==> src/rtl/cpu_mem_pkg.sv <==
// Shared types for the memory port arbiter: requester/owner and FSM state encodings,
// default parameter values and grant/owner conversion helpers.
package cpu_mem_pkg;

    typedef enum logic [1:0] {
        OWN_DATA  = 2'd0,
        OWN_FETCH = 2'd1,
        OWN_IO    = 2'd2
    } owner_t;

    typedef enum logic {
        ST_IDLE = 1'b0,
        ST_BUSY = 1'b1
    } state_t;

    localparam int unsigned DEF_STARVE_LIMIT = 4;
    localparam int unsigned DEF_TIMEOUT      = 255;

    // Grant vectors are one-hot, bit index == owner encoding.
    function automatic owner_t gnt_to_owner(input logic [2:0] gnt);
        if (gnt[2])      return OWN_IO;
        else if (gnt[1]) return OWN_FETCH;
        else             return OWN_DATA;
    endfunction

    function automatic logic [2:0] owner_to_onehot(input owner_t own);
        return 3'b001 << own;
    endfunction

endpackage

==> src/rtl/mem_arb_prio.sv <==
// Combinational priority picker: DATA > FETCH > IO, with IO jumping the queue when promoted.
module mem_arb_prio (
    input  logic [2:0] i_reqs,
    input  logic       i_io_promote,
    output logic [2:0] o_gnt
);

    always_comb begin
        o_gnt = '0;
        if (i_io_promote && i_reqs[2]) o_gnt = 3'b100;
        else if (i_reqs[0])            o_gnt = 3'b001;
        else if (i_reqs[1])            o_gnt = 3'b010;
        else if (i_reqs[2])            o_gnt = 3'b100;
    end

endmodule

==> src/rtl/mem_port_arbiter.sv <==
// Shares one memory port between DATA, FETCH and IO; one transaction in flight,
// IO anti-starvation promotion and a mem_ready timeout that aborts with an error.
module mem_port_arbiter
    import cpu_mem_pkg::*;
#(
    parameter int unsigned AW           = 32,
    parameter int unsigned DW           = 32,
    parameter int unsigned STARVE_LIMIT = DEF_STARVE_LIMIT,
    parameter int unsigned TIMEOUT      = DEF_TIMEOUT
) (
    input  logic          clk,
    input  logic          rst,
    input  logic          d_req,
    input  logic          d_we,
    input  logic [AW-1:0] d_addr,
    input  logic [DW-1:0] d_wdata,
    input  logic          f_req,
    input  logic [AW-1:0] f_addr,
    input  logic          io_req,
    input  logic          io_we,
    input  logic [AW-1:0] io_addr,
    input  logic [DW-1:0] io_wdata,
    output logic          d_gnt,
    output logic          f_gnt,
    output logic          io_gnt,
    output logic          d_done,
    output logic          f_done,
    output logic          io_done,
    output logic [DW-1:0] rdata,
    output logic          err,
    output logic          err_sticky,
    output logic          mem_en,
    output logic          mem_we,
    output logic [AW-1:0] mem_addr,
    output logic [DW-1:0] mem_wdata,
    input  logic [DW-1:0] mem_rdata,
    input  logic          mem_ready
);

    localparam int unsigned TW = $clog2(TIMEOUT + 1);
    localparam int unsigned SW = $clog2(STARVE_LIMIT + 1);
    localparam logic [TW-1:0] TMO_LAST   = TW'(TIMEOUT - 1);
    localparam logic [SW-1:0] STARVE_MAX = SW'(STARVE_LIMIT);

    state_t        r_state, w_state_nxt;
    owner_t        r_owner;
    logic [TW-1:0] r_timer;
    logic [SW-1:0] r_starve;
    logic          r_mem_we;
    logic [AW-1:0] r_mem_addr;
    logic [DW-1:0] r_mem_wdata;
    logic [2:0]    r_gnt, r_done;
    logic          r_err, r_err_sticky;
    logic [DW-1:0] r_rdata;

    logic [2:0]    w_reqs, w_gnt;
    logic          w_promote, w_start, w_ready_done, w_timeout, w_finish;
    logic          w_cmd_we;
    logic [AW-1:0] w_cmd_addr;
    logic [DW-1:0] w_cmd_wdata;

    assign w_reqs    = {io_req, f_req, d_req};
    assign w_promote = (r_starve == STARVE_MAX);

    mem_arb_prio u_prio (
        .i_reqs       (w_reqs),
        .i_io_promote (w_promote),
        .o_gnt        (w_gnt)
    );

    always_ff @(posedge clk or posedge rst) begin
        if (rst) r_state <= ST_IDLE;
        else     r_state <= w_state_nxt;
    end

    always_comb begin
        w_state_nxt = r_state;
        case (r_state)
            ST_IDLE: if (|w_reqs) w_state_nxt = ST_BUSY;
            ST_BUSY: if (mem_ready || r_timer == TMO_LAST) w_state_nxt = ST_IDLE;
            default: w_state_nxt = ST_IDLE;
        endcase
    end

    // A mem_ready on the final allowed cycle completes normally rather than timing out.
    always_comb begin
        w_start      = (r_state == ST_IDLE) && (|w_reqs);
        w_ready_done = (r_state == ST_BUSY) && mem_ready;
        w_timeout    = (r_state == ST_BUSY) && !mem_ready && (r_timer == TMO_LAST);
        w_finish     = w_ready_done || w_timeout;
    end

    always_comb begin
        w_cmd_we    = 1'b0;
        w_cmd_addr  = f_addr;
        w_cmd_wdata = '0;
        case (gnt_to_owner(w_gnt))
            OWN_DATA: begin
                w_cmd_we    = d_we;
                w_cmd_addr  = d_addr;
                w_cmd_wdata = d_wdata;
            end
            OWN_IO: begin
                w_cmd_we    = io_we;
                w_cmd_addr  = io_addr;
                w_cmd_wdata = io_wdata;
            end
            default: ;
        endcase
    end

    always_ff @(posedge clk or posedge rst) begin
        if (rst) begin
            r_owner      <= OWN_DATA;
            r_timer      <= '0;
            r_starve     <= '0;
            r_mem_we     <= 1'b0;
            r_mem_addr   <= '0;
            r_mem_wdata  <= '0;
            r_gnt        <= '0;
            r_done       <= '0;
            r_err        <= 1'b0;
            r_err_sticky <= 1'b0;
            r_rdata      <= '0;
        end else begin
            r_gnt  <= w_start ? w_gnt : '0;
            r_done <= w_finish ? owner_to_onehot(r_owner) : '0;
            r_err  <= w_timeout;
            if (w_start) begin
                r_owner     <= gnt_to_owner(w_gnt);
                r_timer     <= '0;
                r_mem_we    <= w_cmd_we;
                r_mem_addr  <= w_cmd_addr;
                r_mem_wdata <= w_cmd_wdata;
                if (w_gnt[2])
                    r_starve <= '0;
                else if (io_req && r_starve != STARVE_MAX)
                    r_starve <= r_starve + SW'(1);
            end else if (r_state == ST_BUSY) begin
                r_timer <= r_timer + TW'(1);
            end
            if (w_finish)  r_rdata      <= (w_ready_done && !r_mem_we) ? mem_rdata : '0;
            if (w_timeout) r_err_sticky <= 1'b1;
        end
    end

    assign {io_gnt, f_gnt, d_gnt}    = r_gnt;
    assign {io_done, f_done, d_done} = r_done;
    assign rdata      = r_rdata;
    assign err        = r_err;
    assign err_sticky = r_err_sticky;
    assign mem_en     = (r_state == ST_BUSY);
    assign mem_we     = r_mem_we;
    assign mem_addr   = r_mem_addr;
    assign mem_wdata  = r_mem_wdata;

endmodule

==> config.mk <==
export PLATFORM = sky130hd
export DESIGN_NAME = mem_port_arbiter
export DESIGN_NICKNAME = d
export VERILOG_FILES = /design/src/rtl/cpu_mem_pkg.sv /design/src/rtl/mem_arb_prio.sv /design/src/rtl/mem_port_arbiter.sv
export SDC_FILE = /design/constraint.sdc
export NUM_CORES = 1
export LEC_CHECK = 0
export ABC_CLOCK_PERIOD_IN_PS = 11000
export BUFFER_PORTS_ARGS = -buffer_cell sky130_fd_sc_hd__buf_2
export CORE_AREA = 2 2 119 121
export CTS_CLUSTER_SIZE = 30
export DETAILED_ROUTE_END_ITERATION = 8
export DIE_AREA = 0 0 121 123
export GPL_ROUTABILITY_DRIVEN = 0
export PLACE_DENSITY = 0.76
export SYNTH_ARGS = -nofsm -noshare
export SYNTH_HDL_FRONTEND = slang
export SYNTH_HIERARCHICAL = 1
export SYNTH_SLANG_ARGS = --single-unit
==> constraint.sdc <==
create_clock -name clk -period 11 [get_ports clk]
set_input_delay 1.1 -clock clk [delete_from_list [all_inputs] [get_ports clk]]
set_output_delay 1.1 -clock clk [all_outputs]
set_load 0.05 [all_outputs]
Word level (Yosys, flattened, before mapping)
Index checks and enable logic that the tools add are counted.
- flip-flop bits (word level): 119
- output and inout port bits: 106
- word-level logic and storage cells: 55
- $add $sub $neg: 2
- equality and inequality tests: 4
- mux-type cells: 19
- shift-type cells: 1
- reductions and logical operators: 16
- bitwise operators: 1
- operators by type and width (operator ; number):
    32-bit one-hot mux with 2 select lines ; 2
    32-bit two-way mux ; 1
    3-bit two-way mux ; 8
    8-bit two-way mux ; 2
    8-bit by 1-bit adder with 8-bit output, second input constant ; 1
    8-bit == test, second input constant ; 1
    1-bit logical AND ; 7
    1-bit one-hot mux with 2 select lines ; 2
    2-bit nonzero test ; 2
    3-bit by 1-bit adder with 3-bit output, second input constant ; 1
    3-bit == test, second input constant ; 1
    1-bit two-way mux ; 3
    3-bit != test, second input constant ; 1
    3-bit OR reduction ; 1
    1-bit by 2-bit << shifter with 3-bit output, first input constant ; 1
    2-bit == test, second input constant ; 1
    1-bit zero test ; 2
    2-bit zero test ; 1
    1-bit logical OR ; 2
    2-bit two-way mux ; 1
    2-bit AND reduction ; 1
    1-bit inverter ; 1

Longest topological paths before layout
Gate-level depths: netlist (run 1).
- depth in word-level cells: 8
- mapped depth: 9
- gate-level depth less buffers: 7

Cells and area by module
The synthesis (run 1) kept the hierarchy.
- by module, submodules not included (module ; cells an instance ; area each (µm²) ; sequential area each (µm²) ; instances):
    mem_port_arbiter ; 525 ; 5734.2 ; 2977.9 ; 1
    mem_arb_prio ; 5 ; 38.8 ; 0.0 ; 1

Worst setup path before layout (run 1)
No wires, ideal clock.
- kind: input -> register
- start point: in f_req
- end point: reg r_mem_addr[0], in the netlist mem_addr[0]
- library setup time: 125 ps
- setup slack: 8602 ps
- data arrival time: 2273 ps
- stages on the path: 7
- buffers on the path: 2
- path through: inv_1 -> a211oi_2 -> buf_2 -> buf_2 -> mux2i_1 -> o21ai_0 -> mux2_2
- word-level cells in the longest chain between the ends: 7
- RTL lines (what ; line ; source):
    start: declaration ; mem_port_arbiter.sv:17 ; input logic f_req,
    3-bit two-way mux * ; mem_arb_prio.sv:12 ; else if (i_reqs[1]) o_gnt = 3'b010;
    3-bit two-way mux * ; mem_arb_prio.sv:11 ; else if (i_reqs[0]) o_gnt = 3'b001;
    3-bit two-way mux * ; mem_arb_prio.sv:10 ; if (i_io_promote && i_reqs[2]) o_gnt = 3'b100;
    net w_gnt[1] ; mem_port_arbiter.sv:56 ; logic [2:0] w_reqs, w_gnt;
    1-bit two-way mux * ; cpu_mem_pkg.sv:22 ; else if (gnt[1]) return OWN_FETCH;
    2-bit two-way mux * ; cpu_mem_pkg.sv:21 ; if (gnt[2]) return OWN_IO;
    2-bit == test / 2-bit zero test (equally long branches) ; mem_port_arbiter.sv:97 ; case (gnt_to_owner(w_gnt))
    32-bit one-hot mux with 2 select lines * ; mem_port_arbiter.sv:97 ;
    end signal: assignment ; mem_port_arbiter.sv:133 ; r_mem_addr <= w_cmd_addr;
    end: declaration ; mem_port_arbiter.sv:50 ; logic [AW-1:0] r_mem_addr;
The timed path passes the listed nets; every way through them passes the cells marked *.
A chain may end at the register's enable or synchronous reset.

Worst setup path in the final report (run 1)
- start point: reg r_state, in the netlist mem_en
- end point: out mem_en
- RTL lines (what ; line ; source):
    start: declaration ; mem_port_arbiter.sv:45 ; state_t r_state, w_state_nxt;
    start signal: assignment ; mem_port_arbiter.sv:73 ; else r_state <= w_state_nxt;
    end: declaration ; mem_port_arbiter.sv:32 ; output logic mem_en,
No word-level cell between the ends.

==> results of run 1 <==
[sequential cells by signal (all words and copies together), names as in the netlist]
signal	flops
mem_addr	32
mem_wdata	32
rdata	32
r_timer	8
r_done	3
r_gnt	3
r_starve	3
r_owner	2
err	1
err_sticky	1
mem_en	1
mem_we	1
[where the power goes]
part	internal, mW	leakage, nW	switching (mW)
sequential	0.630	1.48	0.111
clock	0.373	0.290	0.187
combinational	0.357	2.13	0.971
total	1.36	3.89	1.27
[stage by stage]
| stage | instances | setup slack [ns] | hold slack, ns |
|---|---|---|---|
| final | 1009 | 8.07 | 0.483 |
| after global placement | 977 | 7.91 | 0.456 |
| after global routing | 1009 | 7.99 | 0.513 |
| after floorplan | 530 | 6.74 | 0.438 |
| after CTS | 1009 | 8.06 | 0.485 |
| after detailed placement | 977 | 7.83 | 0.475 |
[cell families (layout without fill, tap and decap cells)]
| logic type | after synthesis | after routing |
|---|---|---|
| compound gates | 187 | 187 |
| flops | 119 | 119 |
| simple gates | 99 | 99 |
| mux | 65 | 65 |
| buf+inv | 53 | 352 |
| fa+ha+maj | 4 | 4 |
| xor+xnor | 3 | 3 |
[layout by cell type, fill, tap and decap left out, types with 2 or more instances in the layout]
cell type                    netlist  routed
sky130_fd_sc_hd__and2_1            3       3
sky130_fd_sc_hd__buf_2            18     305
sky130_fd_sc_hd__clkbuf_8          0       3
sky130_fd_sc_hd__mux2i_1          33      33
sky130_fd_sc_hd__nor2b_1          32      32
sky130_fd_sc_hd__a21oi_1           2       2
sky130_fd_sc_hd__a211oi_1          2       2
sky130_fd_sc_hd__a22oi_1          33      33
sky130_fd_sc_hd__dfrtp_1         119     118
sky130_fd_sc_hd__nor4b_1           2       2
sky130_fd_sc_hd__nor2_2            0       2
sky130_fd_sc_hd__inv_1             8       7
sky130_fd_sc_hd__o221ai_1          3       3
sky130_fd_sc_hd__nor2_1           10       7
sky130_fd_sc_hd__nand3_1           2       2
sky130_fd_sc_hd__buf_4             4       7
sky130_fd_sc_hd__clkbuf_1         18       4
sky130_fd_sc_hd__o31ai_1           3       3
sky130_fd_sc_hd__a221o_1          30      30
sky130_fd_sc_hd__clkbuf_16         0      17
sky130_fd_sc_hd__ha_1              4       4
sky130_fd_sc_hd__clkinvlp_4        0       2
sky130_fd_sc_hd__bufinv_16         0       3
sky130_fd_sc_hd__nand2_1          38      38
sky130_fd_sc_hd__xor2_1            2       2
sky130_fd_sc_hd__o21ai_0         103     103
sky130_fd_sc_hd__clkinv_2          0       3
sky130_fd_sc_hd__a221o_2           2       2
sky130_fd_sc_hd__mux2_2           32      32
sky130_fd_sc_hd__nand4_1           3       3
[layout make-up]
| cell class | instances | area [sq um] |
|---|---|---|
| Clock inverter | 8 | 120 |
| Timing Repair Buffer | 312 | 1580 |
| Sequential cell | 119 | 2980 |
| Multi-Input combinational cell | 358 | 2550 |
| Inverter | 8 | 32.5 |
| Clock buffer | 24 | 482 |
| Tap cell | 180 | 225 |
| Fill cell | 1201 | 5640 |
[how the worst max path moves through the flow]
stage | from | to | slack [ns] | cells after the start
global route | mem_en | mem_en | 7.99 | 2
finish | mem_en | mem_en | 8.07 | 2
floorplan | rst | err | 6.74 | 1
CTS | mem_en | mem_en | 8.06 | 2
detailed placement | d_req | mem_wdata[14] | 7.83 | 5
global placement | d_req | mem_wdata[21] | 7.91 | 5
[metal layers]
layer | vias to the layer above | global-route usage | part of all wire
li1 | 2529 | - | -
met1 | 2422 | 0.268 | 0.40
met2 | 225 | 0.369 | 0.51
met3 | 24 | 0.0544 | 0.063
met4 | 0 | 0.0894 | 0.021
met5 | - | 0 | 0
==> out/qor.txt, run 1 <==
Via count of the first global-routing pass = 4961
Nets in the synthesized netlist = 734
DIE AREA = 0.0149 sq mm
Worst slew pin tran = 1.10 ns
Min-delay src = r_timer[7]
Worst path cell trace = buf_4 > buf_2
Number of warnings issued by yosys = 6
Worst path slowest cell = sky130_fd_sc_hd__buf_4
HPWL after DPL = 11.7 mm
Synthesized cell area = 0.00577 sq mm
Share of post-route cells with drive strength above 1 = 0.468
Critical path fanouts, max = 86
Hold violation count in the final report = 0
Post-detailed-route count of antenna-violating nets = 0
Minimum setup slack among reg-to-reg paths = 8.36 ns
Synth Area per Inst = 10.9 sq um
Post-synthesis async set-or-reset flop share = 1.00
Startpoint types = flop
CP endpoint kind = output port
Insertion delay to the later sink of the worst-skew pair = 0.41 ns
Path type of the worst setup path = reg -> out
Number of CTS-inserted buffers = 17
Number of enable-type register cells in the synthesized netlist = 0
Buffer count from post-CTS setup fixing = 0
Capturing point of the worst reg2reg path = mem_addr[0]
Most area-hungry cell type in the Yosys netlist = sky130_fd_sc_hd__dfrtp_1
Dominant synthesized flop cell = sky130_fd_sc_hd__dfrtp_1
Area overhead of the layout relative to synthesis = 38.1%
Gate family responsible for the most delay along the worst path = buffers and inverters
Pwr/cell area = 330 mW/mm^2
Buffer type at the clock tree root = sky130_fd_sc_hd__clkbuf_16
Initial DRC count = 278
CTS HTree Levels = 4
Port Buffer Count = 305
Post-DP Area = 0.00737 sq mm
Post-Synth XOR/XNOR Area = 0.00455
Number of max-slew violations in the final report = 0
TritonCTS sink count = 119
Simple-gate area share of the yosys netlist = 0.0904
Area fraction in compound gates after synthesis = 0.216
Reported max-cap violation count = 0
Cell with the most instances after synthesis = sky130_fd_sc_hd__dfrtp_1
Util after Layout = 0.586
Total detailed-routing wirelength = 16.4 mm
Worst Hold Depth = 1
Ranking of synthesized cells by area = sky130_fd_sc_hd__dfrtp_1 (52%), sky130_fd_sc_hd__o21ai_0 (8.9%), sky130_fd_sc_hd__mux2_2 (6.2%)
Final standard cell area without fillers = 0.00797 sq mm
Number of resized instances in the post-cts repair step = 0
Worst min-delay path category = reg -> reg
Drt wl/cell = 16.3 um
Share of the yosys chip area belonging to registers = 0.516
Distinct cell type count after synthesis = 45
Inserted Diodes = 0
Aggregate global-route resource usage = 0.218
Setup violation total in the final timing report = 0
Status = finished clean
Leading post-synthesis cells by instance count = sky130_fd_sc_hd__dfrtp_1 (119), sky130_fd_sc_hd__o21ai_0 (103), sky130_fd_sc_hd__nand2_1 (38)
Min cycle time layout = 2.93 ns
Total global routing overflow = 0
First-pass GRT wire length = 25.2 mm
Synth Area in Adders = 0.00867
Launch point of the worst reg-to-reg path = r_starve[0]
Clock slew seen by the registers of the worst setup and hold paths = 0.05 ns
Die Span X = 121 um
Leakage power of the design = 3.89 nW
Overall power = 2.63 mW
Post-layout nets = 1020
Maximum frequency from static timing analysis = 341 MHz
TritonRoute pass-1 iters = 5
Number of antenna violations at the first check in global routing = 0
Critical path's largest stage delay = 0.66 ns
Buffers plus inverters on the worst setup path = 2
Multiplexer area fraction after synthesis = 0.120
Worst reg-to-reg path cell count = 7
# rows = 43
Max VDD drop = 185 uV
Final TNS setup = 0 ns
Remaining routing DRC violations = 0
Vias = 5200
Share of the clock period used by the worst path after layout = 0.266
Capture endpoint of the worst hold path = r_timer[7]
Avg Vias per Cell = 5.15
Endpoint arrival time on the critical path = 1.83 ns
Number of buffers inserted by hold repair at cts = 0
Initial core utilization = 0.424
Vert. Die Dim = 123 um
Gate count after technology mapping = 530
Number of synthesized register bits = 119
Core region area = 0.0136 sq mm
Dominant combinational cell family by area after synthesis = compound AO/OA/AOI/OAI gates
Deepest clock path buffer count = 2
Top-level I/O count = 306
Setup Skew = 0.00589 ns
Required time at the worst-slack endpoint = 9.90 ns
Portion of synthesized cell area occupied by the leading cell type = 0.516
CTS tree = yes
Relative max-transition margin = 0.264
Setup repair after global routing missed its margin = false
Pin count of the biggest net entering global routing = 101
(Power assumes the default switching activity.)
==> inputs of run 2 (changes only) <==
Settings changed: ABC_AREA set to 1, ABC_CLOCK_PERIOD_IN_PS 11000 to 2840, PLACE_DENSITY 0.76 to 0.75.
Clock period 11 ns to 2.84 ns, I/O delays scaled along.
==> run 2 against run 1 <==
Against the previous run: via count increased by 8.9%; sequential power increased to 3.8 times the previous value; sequential share of layout area increased by 0.86 points; die area unchanged; clock power increased to 3.5 times the previous value; critical path depth increased by 11; highest routed layer is now met5.
==> out/qor.txt, run 2 <==
Status = finished clean
Sequential cell area = 0.00298 sq mm
Ranking of synthesized cells by area = sky130_fd_sc_hd__dfrtp_1 (53%), sky130_fd_sc_hd__nand2_1 (22%), sky130_fd_sc_hd__nand3_1 (6.5%)
Drt wl/cell = 14.4 um
Insertion delay to the later sink of the worst-skew pair = 0.40 ns
Buffer count from post-CTS setup fixing = 0
Gate count after technology mapping = 695
Worst min-delay path category = in -> async
Final TNS setup = 0 ns
Setup repair after global routing missed its margin = false
Total detailed-routing wirelength = 17.0 mm
Worst path cell trace = inv_1 > ha_1 > nand2_1 > inv_1 > nand2_2 > nand2_2 > buf_4 > nor2_2 > buf_4 > nand2_1 > nand3_1 > nand2_1 > nand2_1
Initial core utilization = 0.412
Most common cell after layout, fill and taps aside = sky130_fd_sc_hd__nand2_1
Most area-hungry cell type in the Yosys netlist = sky130_fd_sc_hd__dfrtp_1
Setup Skew = 0.00721 ns
# rows = 43
CTS HTree Levels = 4
Final standard cell area without fillers = 0.00779 sq mm
Die Span X = 121 um
Crit path top cell by count = sky130_fd_sc_hd__nand2_1
Relative max-transition margin = 0.427
Number of antenna violations at the first check in global routing = 3
Number of warnings issued by yosys = 6
Core region area = 0.0136 sq mm
Maximum frequency from static timing analysis = 451 MHz
Share of the yosys chip area belonging to registers = 0.531
Avg Vias per Cell = 4.80
Worst path slowest cell = sky130_fd_sc_hd__dfrtp_1
Worst slew pin tran = 0.858 ns
Post-DP Area = 0.00725 sq mm
HPWL after DPL = 12.6 mm
Nets in the synthesized netlist = 899
Non-filler cells, final = 1181
Required time at the worst-slack endpoint = 3.18 ns
Number of resized instances in the post-cts repair step = 0
Number of buffers inserted by hold repair at cts = 0
Buffer type at the clock tree root = sky130_fd_sc_hd__clkbuf_16
Synthesized cell area = 0.00561 sq mm
Path type of the worst setup path = reg -> reg
Cell with the most instances after synthesis = sky130_fd_sc_hd__nand2_1
Via count of the first global-routing pass = 5291
Reported max-cap violation count = 0
Pin count of the biggest net entering global routing = 87
Leakage power of the design = 4.42 nW
CTS tree = yes
TritonRoute pass-1 iters = 4
Clock slew seen by the registers of the worst setup and hold paths = 0.05 ns
TritonCTS sink count = 119
Startpoint types = flop
Critical path's largest stage delay = 0.36 ns
Total global routing overflow = 0
Worst-case hold slack = 0.0497 ns
Max VDD drop = 975 uV
Final worst slack = 0.621 ns
Remaining routing DRC violations = 0
Leading post-synthesis cells by instance count = sky130_fd_sc_hd__nand2_1 (323), sky130_fd_sc_hd__dfrtp_1 (119), sky130_fd_sc_hd__nand3_1 (73)
Dominant synthesized flop cell = sky130_fd_sc_hd__dfrtp_1
Placed Cells = 1150
Number of synthesized register bits = 119
Number of enable-type register cells in the synthesized netlist = 0
Post-synthesis async set-or-reset flop share = 1.00
Aggregate global-route resource usage = 0.229
Distinct cell type count after synthesis = 28
Port Buffer Count = 305
Portion of synthesized cell area occupied by the leading cell type = 0.531
Post-detailed-route count of antenna-violating nets = 0
Hold violation count in the final report = 0
Pre-CTS setup slack = 0.655 ns
Deepest clock path buffer count = 2
Post-layout nets = 1193
Setup violation total in the final timing report = 0
Multi-input logic area = 0.00230 sq mm
Share of the clock period used by the worst path after layout = 0.781
Filler Cell Count = 1300
Synth Area per Inst = 8.08 sq um
Initial DRC count = 329
Top-level I/O count = 306
Number of max-slew violations in the final report = 0
Share of post-route cells with drive strength above 1 = 0.359
Minimum setup slack among reg-to-reg paths = 0.62 ns
Vert. Die Dim = 123 um
Util after Layout = 0.572
Endpoint arrival time on the critical path = 2.56 ns
Vias = 5665
DIE AREA = 0.0149 sq mm
CP endpoint kind = flop
Pwr/cell area = 1240 mW/mm^2
Number of CTS-inserted buffers = 17
Leading cell types in the layout, fill and taps excluded = sky130_fd_sc_hd__nand2_1 (322), sky130_fd_sc_hd__buf_2 (305), sky130_fd_sc_hd__dfrtp_1 (119), sky130_fd_sc_hd__nand3_1 (73), sky130_fd_sc_hd__a22oi_1 (33)
Critical path fanouts, max = 33
First-pass GRT wire length = 26.5 mm
Overall power = 9.66 mW
Min cycle time layout = 2.22 ns
Area overhead of the layout relative to synthesis = 38.8%
[run 2: cells by family after synthesis]
group,after synthesis,share of synthesized area
simple gates,424,0.310
flops,119,0.531
compound gates,81,0.0892
buf+inv,67,0.0613
fa+ha+maj,4,0.00892
[run 2: power breakdown]
group,leakage (nW),internal [mW],switching [mW]
sequential,1.51,2.41,0.408
combinational,2.64,1.10,3.77
clock,0.264,1.29,0.689
[run 2: layout make-up]
type / instances / area share
Multi-Input combinational cell: 509 / 0.295
Inverter: 27 / 0.0135
Tap cell: 180 / 0.0289
Antenna cell: 2 / 0.000642
Clock inverter: 5 / 0.00964
Sequential cell: 119 / 0.382
Clock buffer: 24 / 0.0593
Timing Repair Buffer: 315 / 0.210
[run 2: path summary, 6_finish.rpt]
kind                       depth (start not counted)           from            to
max in group asynchronous                          3            rst  mem_wdata[0]
min                                                2            rst    err_sticky
min in group clk                                   3  mem_rdata[10]     rdata[10]
max                                               13    r_starve[0]   mem_addr[1]
max reg2reg                                       13    r_starve[0]   mem_addr[1]
min reg2reg                                        2     err_sticky    err_sticky
[run 2: critical path: cells and delay by family (launching register included)]
kind | cells | cell delay, ns
flops | 1 | 0.36
buf+inv | 4 | 0.75
simple gates | 8 | 0.85
fa+ha+maj | 1 | 0.20
[run 2: metal layers]
metal / part of all wire / track usage / routed length, um / vias up
met3: 0.077 / 0.0687 / 1320 / 27
met2: 0.49 / 0.381 / 8330 / 252
li1: - / - / - / 2830
met5: 0.00041 / 0 / 7 / -
met1: 0.41 / 0.288 / 7020 / 2554
met4: 0.021 / 0.0749 / 351 / 2
